--- src/rtl/bypass_pkg.sv ---
// Shared types and sizes for the decode-side operand bypass controller.
package bypass_pkg;

  localparam int unsigned REG_ADDR_W = 5;
  localparam int unsigned NREG       = 32;

  typedef enum logic [1:0] {
    SEL_REG = 2'd0,
    SEL_E   = 2'd1,
    SEL_M   = 2'd2,
    SEL_W   = 2'd3
  } bypass_sel_t;

  typedef enum logic {
    RUN   = 1'b0,
    STALL = 1'b1
  } bypass_state_t;

endpackage

--- src/rtl/operand_bypass_ctrl_if.sv ---
// Decode/forwarding bundle between the decode stage (master) and the bypass controller (slave).
interface operand_bypass_ctrl_if;
  import bypass_pkg::*;

  logic                  D_valid;
  logic [REG_ADDR_W-1:0] D_rs1_addr;
  logic [REG_ADDR_W-1:0] D_rs2_addr;
  logic                  D_rs1_used;
  logic                  D_rs2_used;
  logic                  D_is_load;
  logic [REG_ADDR_W-1:0] D_rd_addr;
  logic                  flush;
  logic [REG_ADDR_W-1:0] E_fwd_addr;
  logic [REG_ADDR_W-1:0] M_fwd_addr;
  logic [REG_ADDR_W-1:0] W_fwd_addr;
  logic                  W_load_wb;
  logic [REG_ADDR_W-1:0] W_load_rd;
  logic                  D_stall;
  logic                  DE_valid;
  bypass_sel_t           DE_rs1_sel;
  bypass_sel_t           DE_rs2_sel;
  logic                  err_stall_timeout;

  modport master (
    output D_valid, D_rs1_addr, D_rs2_addr, D_rs1_used, D_rs2_used, D_is_load, D_rd_addr,
           flush, E_fwd_addr, M_fwd_addr, W_fwd_addr, W_load_wb, W_load_rd,
    input  D_stall, DE_valid, DE_rs1_sel, DE_rs2_sel, err_stall_timeout
  );

  modport slave (
    input  D_valid, D_rs1_addr, D_rs2_addr, D_rs1_used, D_rs2_used, D_is_load, D_rd_addr,
           flush, E_fwd_addr, M_fwd_addr, W_fwd_addr, W_load_wb, W_load_rd,
    output D_stall, DE_valid, DE_rs1_sel, DE_rs2_sel, err_stall_timeout
  );

endinterface

--- src/rtl/bypass_match.sv ---
// One-operand forward-source priority encoder (youngest stage wins).
// W-stage forwarding is enabled by defining FWD_W_STAGE_EN.
module bypass_match
  import bypass_pkg::*;
(
  input  logic [REG_ADDR_W-1:0] addr,
  input  logic                  used,
  input  logic [REG_ADDR_W-1:0] e_addr,
  input  logic [REG_ADDR_W-1:0] m_addr,
  input  logic [REG_ADDR_W-1:0] w_addr,
  output bypass_sel_t           sel_c
);

  // x0 never forwards; forward addrs of 0 mean "no writer" and thus cannot match
  logic live;
  assign live = used && (addr != '0);

`ifdef FWD_W_STAGE_EN
  always_comb begin
    sel_c = SEL_REG;
    if (live && (addr == e_addr))      sel_c = SEL_E;
    else if (live && (addr == m_addr)) sel_c = SEL_M;
    else if (live && (addr == w_addr)) sel_c = SEL_W;
  end
`else
  // Regfile write-through already covers a same-cycle W write
  always_comb begin
    sel_c = SEL_REG;
    if (live && (addr == e_addr))      sel_c = SEL_E;
    else if (live && (addr == m_addr)) sel_c = SEL_M;
  end

  logic unused_w;
  assign unused_w = ^w_addr;
`endif

endmodule

--- src/rtl/operand_bypass_ctrl.sv ---
// Decode-side bypass/stall controller: load scoreboard, stall FSM with watchdog, D->E selects.
// Optional W-stage forwarding via FWD_W_STAGE_EN (see bypass_match).
module operand_bypass_ctrl
  import bypass_pkg::*;
#(
  parameter int unsigned STALL_TIMEOUT = 16
) (
  input logic                 clk,
  input logic                 rstd,
  operand_bypass_ctrl_if.slave bus
);

  localparam int unsigned CNT_W = $clog2(STALL_TIMEOUT + 1);

  logic [NREG-1:0]  sb_q, sb_d;
  bypass_state_t    state_q, state_d;
  logic [CNT_W-1:0] cnt_q, cnt_d;
  logic             err_q, err_d;
  logic             de_valid_q;
  bypass_sel_t      rs1_sel_q, rs2_sel_q;
  bypass_sel_t      rs1_sel_c, rs2_sel_c;
  logic             rs1_busy, rs2_busy, hazard, issue;

  bypass_match u_match_rs1 (
    .addr   (bus.D_rs1_addr),
    .used   (bus.D_rs1_used),
    .e_addr (bus.E_fwd_addr),
    .m_addr (bus.M_fwd_addr),
    .w_addr (bus.W_fwd_addr),
    .sel_c  (rs1_sel_c)
  );

  bypass_match u_match_rs2 (
    .addr   (bus.D_rs2_addr),
    .used   (bus.D_rs2_used),
    .e_addr (bus.E_fwd_addr),
    .m_addr (bus.M_fwd_addr),
    .w_addr (bus.W_fwd_addr),
    .sel_c  (rs2_sel_c)
  );

  // A bit being cleared this cycle is still read as busy; the clear lands next cycle
  always_comb begin
    rs1_busy = bus.D_rs1_used && (bus.D_rs1_addr != '0) && sb_q[bus.D_rs1_addr];
    rs2_busy = bus.D_rs2_used && (bus.D_rs2_addr != '0) && sb_q[bus.D_rs2_addr];
    hazard   = bus.D_valid && !bus.flush && (rs1_busy || rs2_busy);
    issue    = bus.D_valid && !bus.flush && !hazard;
  end

  // Load scoreboard update: clear on load writeback, then set on load issue (set wins)
  always_comb begin
    sb_d = sb_q;
    if (bus.W_load_wb) sb_d[bus.W_load_rd] = 1'b0;
    if (issue && bus.D_is_load && (bus.D_rd_addr != '0)) sb_d[bus.D_rd_addr] = 1'b1;
    sb_d[0] = 1'b0;
  end

  // Stall FSM and consecutive-stall watchdog
  always_comb begin
    state_d = state_q;
    cnt_d   = '0;
    err_d   = err_q;
    case (state_q)
      RUN: begin
        if (hazard) begin
          state_d = STALL;
          cnt_d   = CNT_W'(1);
        end
      end
      STALL: begin
        if (hazard) begin
          cnt_d = (cnt_q == CNT_W'(STALL_TIMEOUT)) ? cnt_q : cnt_q + CNT_W'(1);
        end else begin
          state_d = RUN;
        end
      end
      default: state_d = RUN;
    endcase
    if (cnt_d == CNT_W'(STALL_TIMEOUT)) err_d = 1'b1;
  end

  always_ff @(posedge clk or negedge rstd) begin
    if (!rstd) begin
      state_q    <= RUN;
      cnt_q      <= '0;
      err_q      <= 1'b0;
      sb_q       <= '0;
      de_valid_q <= 1'b0;
      rs1_sel_q  <= SEL_REG;
      rs2_sel_q  <= SEL_REG;
    end else begin
      state_q    <= state_d;
      cnt_q      <= cnt_d;
      err_q      <= err_d;
      sb_q       <= sb_d;
      de_valid_q <= issue;
      rs1_sel_q  <= issue ? rs1_sel_c : SEL_REG;
      rs2_sel_q  <= issue ? rs2_sel_c : SEL_REG;
    end
  end

  assign bus.D_stall           = hazard;
  assign bus.DE_valid          = de_valid_q;
  assign bus.DE_rs1_sel        = rs1_sel_q;
  assign bus.DE_rs2_sel        = rs2_sel_q;
  assign bus.err_stall_timeout = err_q;

endmodule

--- src/flat_wrapper.sv ---
// flat-port wrapper written by rule: the top's interface ports become plain ports
module operand_bypass_ctrl_flat import bypass_pkg::*;
#(
  parameter int unsigned STALL_TIMEOUT = 16
)
  (clk, rstd, bus_D_valid, bus_D_rs1_addr, bus_D_rs2_addr, bus_D_rs1_used, bus_D_rs2_used, bus_D_is_load, bus_D_rd_addr, bus_flush, bus_E_fwd_addr, bus_M_fwd_addr, bus_W_fwd_addr, bus_W_load_wb, bus_W_load_rd, bus_D_stall, bus_DE_valid, bus_DE_rs1_sel, bus_DE_rs2_sel, bus_err_stall_timeout);
  operand_bypass_ctrl_if bus_i ();
  input logic clk;
  input logic rstd;
  input wire logic [$bits(bus_i.D_valid)-1:0] bus_D_valid;
  input wire logic [$bits(bus_i.D_rs1_addr)-1:0] bus_D_rs1_addr;
  input wire logic [$bits(bus_i.D_rs2_addr)-1:0] bus_D_rs2_addr;
  input wire logic [$bits(bus_i.D_rs1_used)-1:0] bus_D_rs1_used;
  input wire logic [$bits(bus_i.D_rs2_used)-1:0] bus_D_rs2_used;
  input wire logic [$bits(bus_i.D_is_load)-1:0] bus_D_is_load;
  input wire logic [$bits(bus_i.D_rd_addr)-1:0] bus_D_rd_addr;
  input wire logic [$bits(bus_i.flush)-1:0] bus_flush;
  input wire logic [$bits(bus_i.E_fwd_addr)-1:0] bus_E_fwd_addr;
  input wire logic [$bits(bus_i.M_fwd_addr)-1:0] bus_M_fwd_addr;
  input wire logic [$bits(bus_i.W_fwd_addr)-1:0] bus_W_fwd_addr;
  input wire logic [$bits(bus_i.W_load_wb)-1:0] bus_W_load_wb;
  input wire logic [$bits(bus_i.W_load_rd)-1:0] bus_W_load_rd;
  output wire logic [$bits(bus_i.D_stall)-1:0] bus_D_stall;
  output wire logic [$bits(bus_i.DE_valid)-1:0] bus_DE_valid;
  output wire logic [$bits(bus_i.DE_rs1_sel)-1:0] bus_DE_rs1_sel;
  output wire logic [$bits(bus_i.DE_rs2_sel)-1:0] bus_DE_rs2_sel;
  output wire logic [$bits(bus_i.err_stall_timeout)-1:0] bus_err_stall_timeout;
  assign bus_i.D_valid = bus_D_valid;
  assign bus_i.D_rs1_addr = bus_D_rs1_addr;
  assign bus_i.D_rs2_addr = bus_D_rs2_addr;
  assign bus_i.D_rs1_used = bus_D_rs1_used;
  assign bus_i.D_rs2_used = bus_D_rs2_used;
  assign bus_i.D_is_load = bus_D_is_load;
  assign bus_i.D_rd_addr = bus_D_rd_addr;
  assign bus_i.flush = bus_flush;
  assign bus_i.E_fwd_addr = bus_E_fwd_addr;
  assign bus_i.M_fwd_addr = bus_M_fwd_addr;
  assign bus_i.W_fwd_addr = bus_W_fwd_addr;
  assign bus_i.W_load_wb = bus_W_load_wb;
  assign bus_i.W_load_rd = bus_W_load_rd;
  assign bus_D_stall = bus_i.D_stall;
  assign bus_DE_valid = bus_i.DE_valid;
  assign bus_DE_rs1_sel = bus_i.DE_rs1_sel;
  assign bus_DE_rs2_sel = bus_i.DE_rs2_sel;
  assign bus_err_stall_timeout = bus_i.err_stall_timeout;
  operand_bypass_ctrl #(.STALL_TIMEOUT(STALL_TIMEOUT)) u_core (.clk(clk), .rstd(rstd), .bus(bus_i));
endmodule
--- config.mk ---
export PLATFORM = sky130hd
export DESIGN_NAME = operand_bypass_ctrl_flat
export DESIGN_NICKNAME = d
export VERILOG_FILES = /design/src/rtl/bypass_pkg.sv /design/src/rtl/operand_bypass_ctrl_if.sv /design/src/rtl/bypass_match.sv /design/src/rtl/operand_bypass_ctrl.sv /design/src/flat_wrapper.sv
export SDC_FILE = /design/constraint.sdc
export NUM_CORES = 1
export LEC_CHECK = 0
export CAP_MARGIN = 10
export CELL_PAD_IN_SITES_DETAIL_PLACEMENT = 0
export CELL_PAD_IN_SITES_GLOBAL_PLACEMENT = 1
export CORE_ASPECT_RATIO = 0.8
export CORE_UTILIZATION = 35
export CTS_CLUSTER_SIZE = 20
export DETAILED_ROUTE_END_ITERATION = 8
export GPL_TIMING_DRIVEN = 0
export PLACE_DENSITY_LB_ADDON = 0.12
export SYNTH_ARGS = -nofsm -noshare
export SYNTH_HDL_FRONTEND = slang
export SYNTH_SLANG_ARGS = --single-unit
--- constraint.sdc ---
create_clock -name clk -period 2.6 [get_ports clk]
set_input_delay 0.26 -clock clk [delete_from_list [all_inputs] [get_ports clk]]
set_output_delay 0.26 -clock clk [all_outputs]
set_load 0.01 [all_outputs]
# Word-level counts from Yosys, hierarchy flattened
# Index checks and enable logic that the tools add are counted.
# W data, S select, Z words.
[classes]
n_addsub = 1
magnitude_cmp = 6
eq_ne = 6
muxes = 21
bitwise_logic = 4
n_reduce_logical = 21
[op_table]
columns = ["op", "n"]
rows = [
  ["$mux W32", 2],
  ["$and A32 B32 Y32", 1],
  ["$not A32 Y32", 1],
  ["$or A32 B32 Y32", 1],
  ["$lt A5 B6 Y1 const B", 4],
  ["$eq A5 B5 Y1", 4],
  ["$logic_and A1 B1 Y1", 15],
  ["$reduce_bool A5 Y1", 3],
  ["$mux W2", 6],
  ["$bmux W1 S5", 2],
  ["$demux W1 S5", 2],
  ["$eq A5 B5 Y1 const B", 2],
  ["$ge A5 B1 Y1 const B", 2],
  ["$mux W5", 2],
  ["$pmux W5 S2", 1],
  ["$mux W1", 6],
  ["$add A5 B1 Y5 const B", 1],
  ["$logic_not A1 Y1", 2],
  ["$logic_or A1 B1 Y1", 1],
  ["$not A1 Y1", 1],
]
[word_totals]
register_bits = 43
input_bits = 43
elab_cells = 66

# Logic depth before layout (Yosys ltp)
[logic_depth]
depth_word = 10
depth_mapped = 8
ltp_nobuf = 7

# Cells and area by module
# Synthesis repeated with hierarchy kept, for this count alone.
[hier_totals]
hier_cells = 270
area_unflattened_um2 = 2839.0
[by_module_without_submodules]
columns = ["mod", "instances", "cells_per_inst", "area_each_um2", "seq_area_each_um2"]
rows = [
  ["operand_bypass_ctrl", 1, 234, 2568.7, 1076.0],
  ["bypass_match", 2, 18, 135.1, 0.0],
]

# Worst setup path after synthesis
# OpenSTA, ideal clock, no wires.
[synth_timing]
path_kind = "input to output"
start = "in bus_D_rs1_addr[1]"
end = "out bus_D_stall"
arrival_time_ns = 2.069
required_time_ns = 2.340
setup_slack_ns = 0.271
stages = 7
n_path_buf = 2
cell_sequence = "buf_6 -> mux4_1 -> mux4_2 -> o211ai_4 -> and2_2 -> buf_2 -> nor2_1"
[synth_via]
elab_chain_cells = 5
[synth_rtl]
columns = ["item", "line", "source"]
rows = [
  ["start, declared", "flat_wrapper.sv:11", "input wire logic [$bits(bus_i.D_rs1_addr)-1:0] bus_D_rs1_addr;"],
  ["$bmux W1 S5 / $reduce_bool A5 Y1 (equally long branches)", "operand_bypass_ctrl.sv:44", "rs1_busy = bus.D_rs1_used && (bus.D_rs1_addr != '0) && sb_q[bus.D_rs1_addr];"],
  ["$mux W1 (not written as such) / $logic_and A1 B1 Y1 (equally long branches)", "operand_bypass_ctrl.sv:44", ""],
  ["$logic_and A1 B1 Y1 (*)", "operand_bypass_ctrl.sv:44", ""],
  ["$logic_or A1 B1 Y1 (*)", "operand_bypass_ctrl.sv:46", "hazard = bus.D_valid && !bus.flush && (rs1_busy || rs2_busy);"],
  ["$logic_and A1 B1 Y1 (*)", "operand_bypass_ctrl.sv:46", ""],
  ["end, declared", "flat_wrapper.sv:23", "output wire logic [$bits(bus_i.D_stall)-1:0] bus_D_stall;"],
]
# Every way passes the cells marked *; elsewhere a longest branch is shown, timed or not. The select of a mux whose other input is x is not followed.

# Final worst setup path
[layout_timing]
start = "reg u_core.sb_q[31]"
end = "out bus_D_stall"
[layout_via]
elab_chain_cells = 5
[layout_rtl]
columns = ["item", "line", "source"]
rows = [
  ["start, declared", "operand_bypass_ctrl.sv:15", "logic [NREG-1:0] sb_q, sb_d;"],
  ["start signal, assigned", "operand_bypass_ctrl.sv:87", "sb_q <= '0;"],
  ["start signal, assigned", "operand_bypass_ctrl.sv:95", "sb_q <= sb_d;"],
  ["$bmux W1 S5 (on tied branches)", "operand_bypass_ctrl.sv:44, operand_bypass_ctrl.sv:45", ""],
  ["$mux W1 (on tied branches)", "operand_bypass_ctrl.sv:44, operand_bypass_ctrl.sv:45", ""],
  ["$logic_and A1 B1 Y1 (on tied branches)", "operand_bypass_ctrl.sv:44, operand_bypass_ctrl.sv:45", ""],
  ["$logic_or A1 B1 Y1 (*)", "operand_bypass_ctrl.sv:46", ""],
  ["$logic_and A1 B1 Y1 (*)", "operand_bypass_ctrl.sv:46", ""],
]
# Marks and branches as above.

==> out/results.md <==
| Stage | Parameter | Reported |
|:---|:---|:---|
| sta | Setup TNS | 0 ps |
| clock network | Sinks on the clock net | 43 |
| synthesis | Main flop type after synthesis | sky130_fd_sc_hd__dfrtp_1 |
| place | Input/output buffers | 40 |
| global route | First-pass GRT wire length | 12.3 mm |
| synthesis | Post-synth ARST share | 100% |
| place | Worst slack, placed | -1170 ps |
| run | Max-cap check violation count | 0 |
| die | Core ar. | 7430 um^2 |
| die | Boundary Pins | 50 |
| final layout | Area overhead of the layout relative to synthesis | 29.0% |
| sta | Worst slew pin tran | 584 ps |
| final layout | Total Nets Final | 361 |
| critical path | Critical register-to-register path startpoint | u_core.sb_q[31]$_DFF_PN0_ |
| sta | Post-route worst setup slack | 75.4 ps |
| pwr | Static Leakage | 0.00137 uW |
| synthesis | Number of enable flip-flop cells after synthesis | 0 |
| outcome | Outcome | finished, final reports clean |
| global route | Vias in the first global route | 2228 |
| critical path | Reg2Reg Depth | 6 |
| clock network | Clock buffers created by TritonCTS | 5 |
| clock network | Clock Tree Buf Depth | 2 |
| synthesis | Post-synthesis sequential area ratio | 40.1% |
| sta | Slew Limit Headroom | 61.1% |
| critical path | Critical path origin | u_core.sb_q[31]$_DFF_PN0_ |
| critical path | Crit. End Element | output pin |
| sta | Hold Fails Final Rpt | 0 |
| final layout | Non-filler instance count after layout | 422 |
| route | Number of DRC markers after the initial detailed-route iteration | 109 |
| clock network | CTS H-tree lvls | 2 |
| global route | Overflow left after global routing | 0 |
| sta | Final clock period utilization by the worst path | 97.1% |
| synthesis | Syn Std Cell Area | 2680 um^2 |
| clock network | Clock root buffer master | sky130_fd_sc_hd__clkbuf_8 |
| place | Total placed cells including tap cells | 405 |
| place | Total placed instance area | 3240 um^2 |
| sta | FMAX | 396 MHz |
| place | Final Wtd Congestion | 0.844 |
| critical path | Element type at the critical path start | flop |
| clock network | Clock latency on the worst-skew pair | 300 ps |
| global route | Pin count of the biggest net entering global routing | 23 |
| clock network | CTS tree | done |
| global route | GRT Resource Usage Total | 20.8% |
| sta | Final critical-path required period | 2520 ps |
| sta | Final setup vio count | 0 |
| die | Die outline area | 8020 um^2 |
| clock network | CTS clk-pin slew, worst paths | 90 ps |
| route | ANT nets after route | 0 |
| place | Post-DP HPWL | 5.55 mm |
| die | Initial core utilization | 36.1% |
| route | DRC Markers | 0 |
| sta | Unrepaired setup endpoints after global routing | false |
| synthesis | Avg Cell Area, Syn | 10.4 um^2 |
| global route | Number of antenna violations at the first check in global routing | 0 |
| critical path | CP required | 2340 ps |
| synthesis | Syn Nets | 304 |
| die | Height of the chip | 80.3 um |
| route | Number of vias in the routed layout | 2315 |
| sta | Worst clock skew | 5.37 ps |
| final layout | Post-route cell area | 3460 um^2 |
| synthesis | Number of flip-flops and latches in the synthesized netlist | 43 |
| pwr | P per Cell Area | 506 nW/um^2 |
| critical path | Crit path arrival time | 2260 ps |
| synthesis | Number of different library cells in the post-synthesis netlist | 43 |
| final layout | Layout cell share with drive strength beyond 1 | 16.7% |
| critical path | Path type of the worst setup path | flop to output pin |
| route | Detailed-route wire length per cell | 18.2 um |
| die | Horizontal die dimension | 99.9 um |
| worst hold path | Class of the tightest hold or removal check | primary input to flop |
| critical path | Last element of the critical path | bus_D_stall |
| synthesis | Synthesized instance count | 259 |
| final layout | Diode insertion count for antenna repair | 0 |
| sta | Max-slew violations | 0 |
| synthesis | Yosys warning count | 0 |
| pwr | Peak supply drop | 229 uV |
| critical path | Register-to-register setup slack | 160 ps |
| critical path | Highest fanout seen on the critical path | 3 |
| critical path | Worst reg2reg endpoint | u_core.sb_q[30]$_DFF_PN0_ |
| route | Total wirelength of the detailed-routed design | 7.69 mm |
| route | Number of search-and-repair iterations in the first detailed-routing pass | 4 |
| route | DR vias/cell | 5.49 |
| die | Row count | 28 |
[synthesized netlist by cell type (2+ instances only)]
cell type	count	area share (%)
sky130_fd_sc_hd__dfrtp_1	43	40
sky130_fd_sc_hd__o21ai_0	41	7.6
sky130_fd_sc_hd__o21ai_1	24	4.5
sky130_fd_sc_hd__nand3_1	14	2.6
sky130_fd_sc_hd__xor2_1	13	4.2
sky130_fd_sc_hd__nand2_1	11	1.5
sky130_fd_sc_hd__xnor2_1	11	3.6
sky130_fd_sc_hd__nor2_1	10	1.4
sky130_fd_sc_hd__mux4_1	7	6.9
sky130_fd_sc_hd__mux4_2	7	5.9
sky130_fd_sc_hd__inv_1	6	0.84
sky130_fd_sc_hd__nand3b_1	6	1.7
sky130_fd_sc_hd__nor2b_1	6	1.4
sky130_fd_sc_hd__nor3_1	6	1.1
sky130_fd_sc_hd__mux2i_1	5	1.9
sky130_fd_sc_hd__clkbuf_1	4	0.56
sky130_fd_sc_hd__nor4_1	4	0.93
sky130_fd_sc_hd__a31oi_1	3	0.70
sky130_fd_sc_hd__and2_1	3	0.70
sky130_fd_sc_hd__buf_2	3	0.56
sky130_fd_sc_hd__or3b_2	3	0.98
sky130_fd_sc_hd__a221oi_1	2	0.65
sky130_fd_sc_hd__buf_1	2	0.28
sky130_fd_sc_hd__ha_1	2	0.93
sky130_fd_sc_hd__mux2_2	2	0.84
sky130_fd_sc_hd__nand3_2	2	0.75
sky130_fd_sc_hd__nand4b_2	2	1.1
sky130_fd_sc_hd__or4_1	2	0.56
[cell families after synthesis]
kind of cell             after synthesis  synth area share (%)
AO/OA/AOI/OAI                         77                  16.2
XOR/XNOR                              24                  7.83
adder cells (fa/ha/maj)                2                 0.932
buffers and inverters                 16                  2.66
flip-flops                            43                  40.1
multiplexers                          21                  15.4
AND/OR/NAND/NOR                       76                  16.8
[cell usage in the layout (no fill, tap or decap), types with 3 or more instances in the layout]
| cell | instances |
|---|---|
| sky130_fd_sc_hd__nor2b_1 | 6 |
| sky130_fd_sc_hd__xor2_1 | 13 |
| sky130_fd_sc_hd__xnor2_1 | 11 |
| sky130_fd_sc_hd__inv_1 | 6 |
| sky130_fd_sc_hd__or3b_2 | 3 |
| sky130_fd_sc_hd__clkdlybuf4s50_1 | 34 |
| sky130_fd_sc_hd__nor3_1 | 6 |
| sky130_fd_sc_hd__nor2_1 | 9 |
| sky130_fd_sc_hd__mux2i_1 | 3 |
| sky130_fd_sc_hd__dfrtp_1 | 43 |
| sky130_fd_sc_hd__a31oi_1 | 3 |
| sky130_fd_sc_hd__o21ai_1 | 25 |
| sky130_fd_sc_hd__o21ai_0 | 40 |
| sky130_fd_sc_hd__and2_1 | 3 |
| sky130_fd_sc_hd__mux4_1 | 3 |
| sky130_fd_sc_hd__clkbuf_8 | 6 |
| sky130_fd_sc_hd__buf_6 | 3 |
| sky130_fd_sc_hd__nor4_1 | 4 |
| sky130_fd_sc_hd__buf_4 | 9 |
| sky130_fd_sc_hd__clkbuf_1 | 4 |
| sky130_fd_sc_hd__buf_2 | 3 |
| sky130_fd_sc_hd__nand3_1 | 14 |
| sky130_fd_sc_hd__nand3b_1 | 6 |
| sky130_fd_sc_hd__mux4_2 | 11 |
| sky130_fd_sc_hd__nand2_1 | 11 |
[sequential cells by signal, summed over array words and instances, names as in the netlist]
name / cells
u_core.bus.DE_rs2_sel: 2
u_core.sb_q: 31
u_core.state_q: 1
u_core.bus.DE_rs1_sel: 2
u_core.bus.DE_valid: 1
u_core.bus.err_stall_timeout: 1
u_core.cnt_q: 5
[power by group]
part           internal (uW)  switching, uW  leakage [uW]  total [uW]
combinational            183            178      0.000726         361
clock                    384            245     0.0000654         629
sequential               719           41.6      0.000583         761
total                   1290            464       0.00137        1750
[worst max-delay path, stage by stage (launching register included)]
cell and delay, ps:
sky130_fd_sc_hd__dfrtp_1 410, sky130_fd_sc_hd__mux4_2 490, sky130_fd_sc_hd__mux4_2 520, sky130_fd_sc_hd__o211ai_4 180, sky130_fd_sc_hd__and2_4 180, sky130_fd_sc_hd__nor2_2 40
sky130_fd_sc_hd__buf_2 130
[worst min-delay path by stage]
stage	start	end	slack, ps	cells after the start
after CTS	bus_D_rs2_addr[4]	u_core.bus.DE_rs2_sel[1]$_DFF_PN0_	470	4
after floorplan	rstd	u_core.bus.DE_rs1_sel[0]$_DFF_PN0_	-40	0
after detailed placement	rstd	u_core.sb_q[23]$_DFF_PN0_	280	1
after global routing	bus_D_rs2_addr[4]	u_core.bus.DE_rs2_sel[1]$_DFF_PN0_	500	4
after global placement	u_core.bus.err_stall_timeout$_DFFE_PN0N_	u_core.bus.err_stall_timeout$_DFFE_PN0N_	460	2
final	bus_D_rs2_addr[4]	u_core.bus.DE_rs2_sel[1]$_DFF_PN0_	470	4
[per-stage QoR]
| stage | util, % | total power [uW] | hold slack (ps) |
|---|---|---|---|
| 2_1_floorplan | - | 950 | -35.6 |
| 4_1_cts | 46.5 | 1760 | 468 |
| 3_5_place_dp | 43.6 | 1110 | 277 |
| 3_3_place_gp | 43.3 | 1100 | 456 |
| 6_report | 46.6 | 1750 | 468 |
| 5_1_grt | 46.6 | 1840 | 501 |
[what timing repair did]
| action | 4_1_cts | 5_1_grt |
|---|---|---|
| pin swaps | 2 | 1 |
| hold endpoints to repair | 21 | 0 |
| endpoints found under the setup margin | 44 | 1 |
| gates cloned | 0 | 0 |
| hold buffers | 1 | 0 |
| buffers inserted | 8 | 1 |
| gates resized for setup | 23 | 5 |
[final cells by class]
cell class                      instances  area (um^2)
Tap cell                              105          131
Inverter                                6         22.5
Clock inverter                          2         60.1
Clock buffer                            6         72.6
Sequential cell                        43         1080
Multi-Input combinational cell        200         1540
Timing Repair Buffer                   51          490
Buffer                                  9         67.6
Fill cell                             699         3960
[routing by layer]
metal / vias up / GRT usage [%] / routed length (um)
met5: - / 0 / 0
met4: 0 / 6.03 / 71
met3: 6 / 3.39 / 440
met2: 72 / 31.3 / 3390
met1: 1147 / 30.7 / 3800
li1: 1090 / - / -
Note: power is estimated with default switching activity, not from simulation.
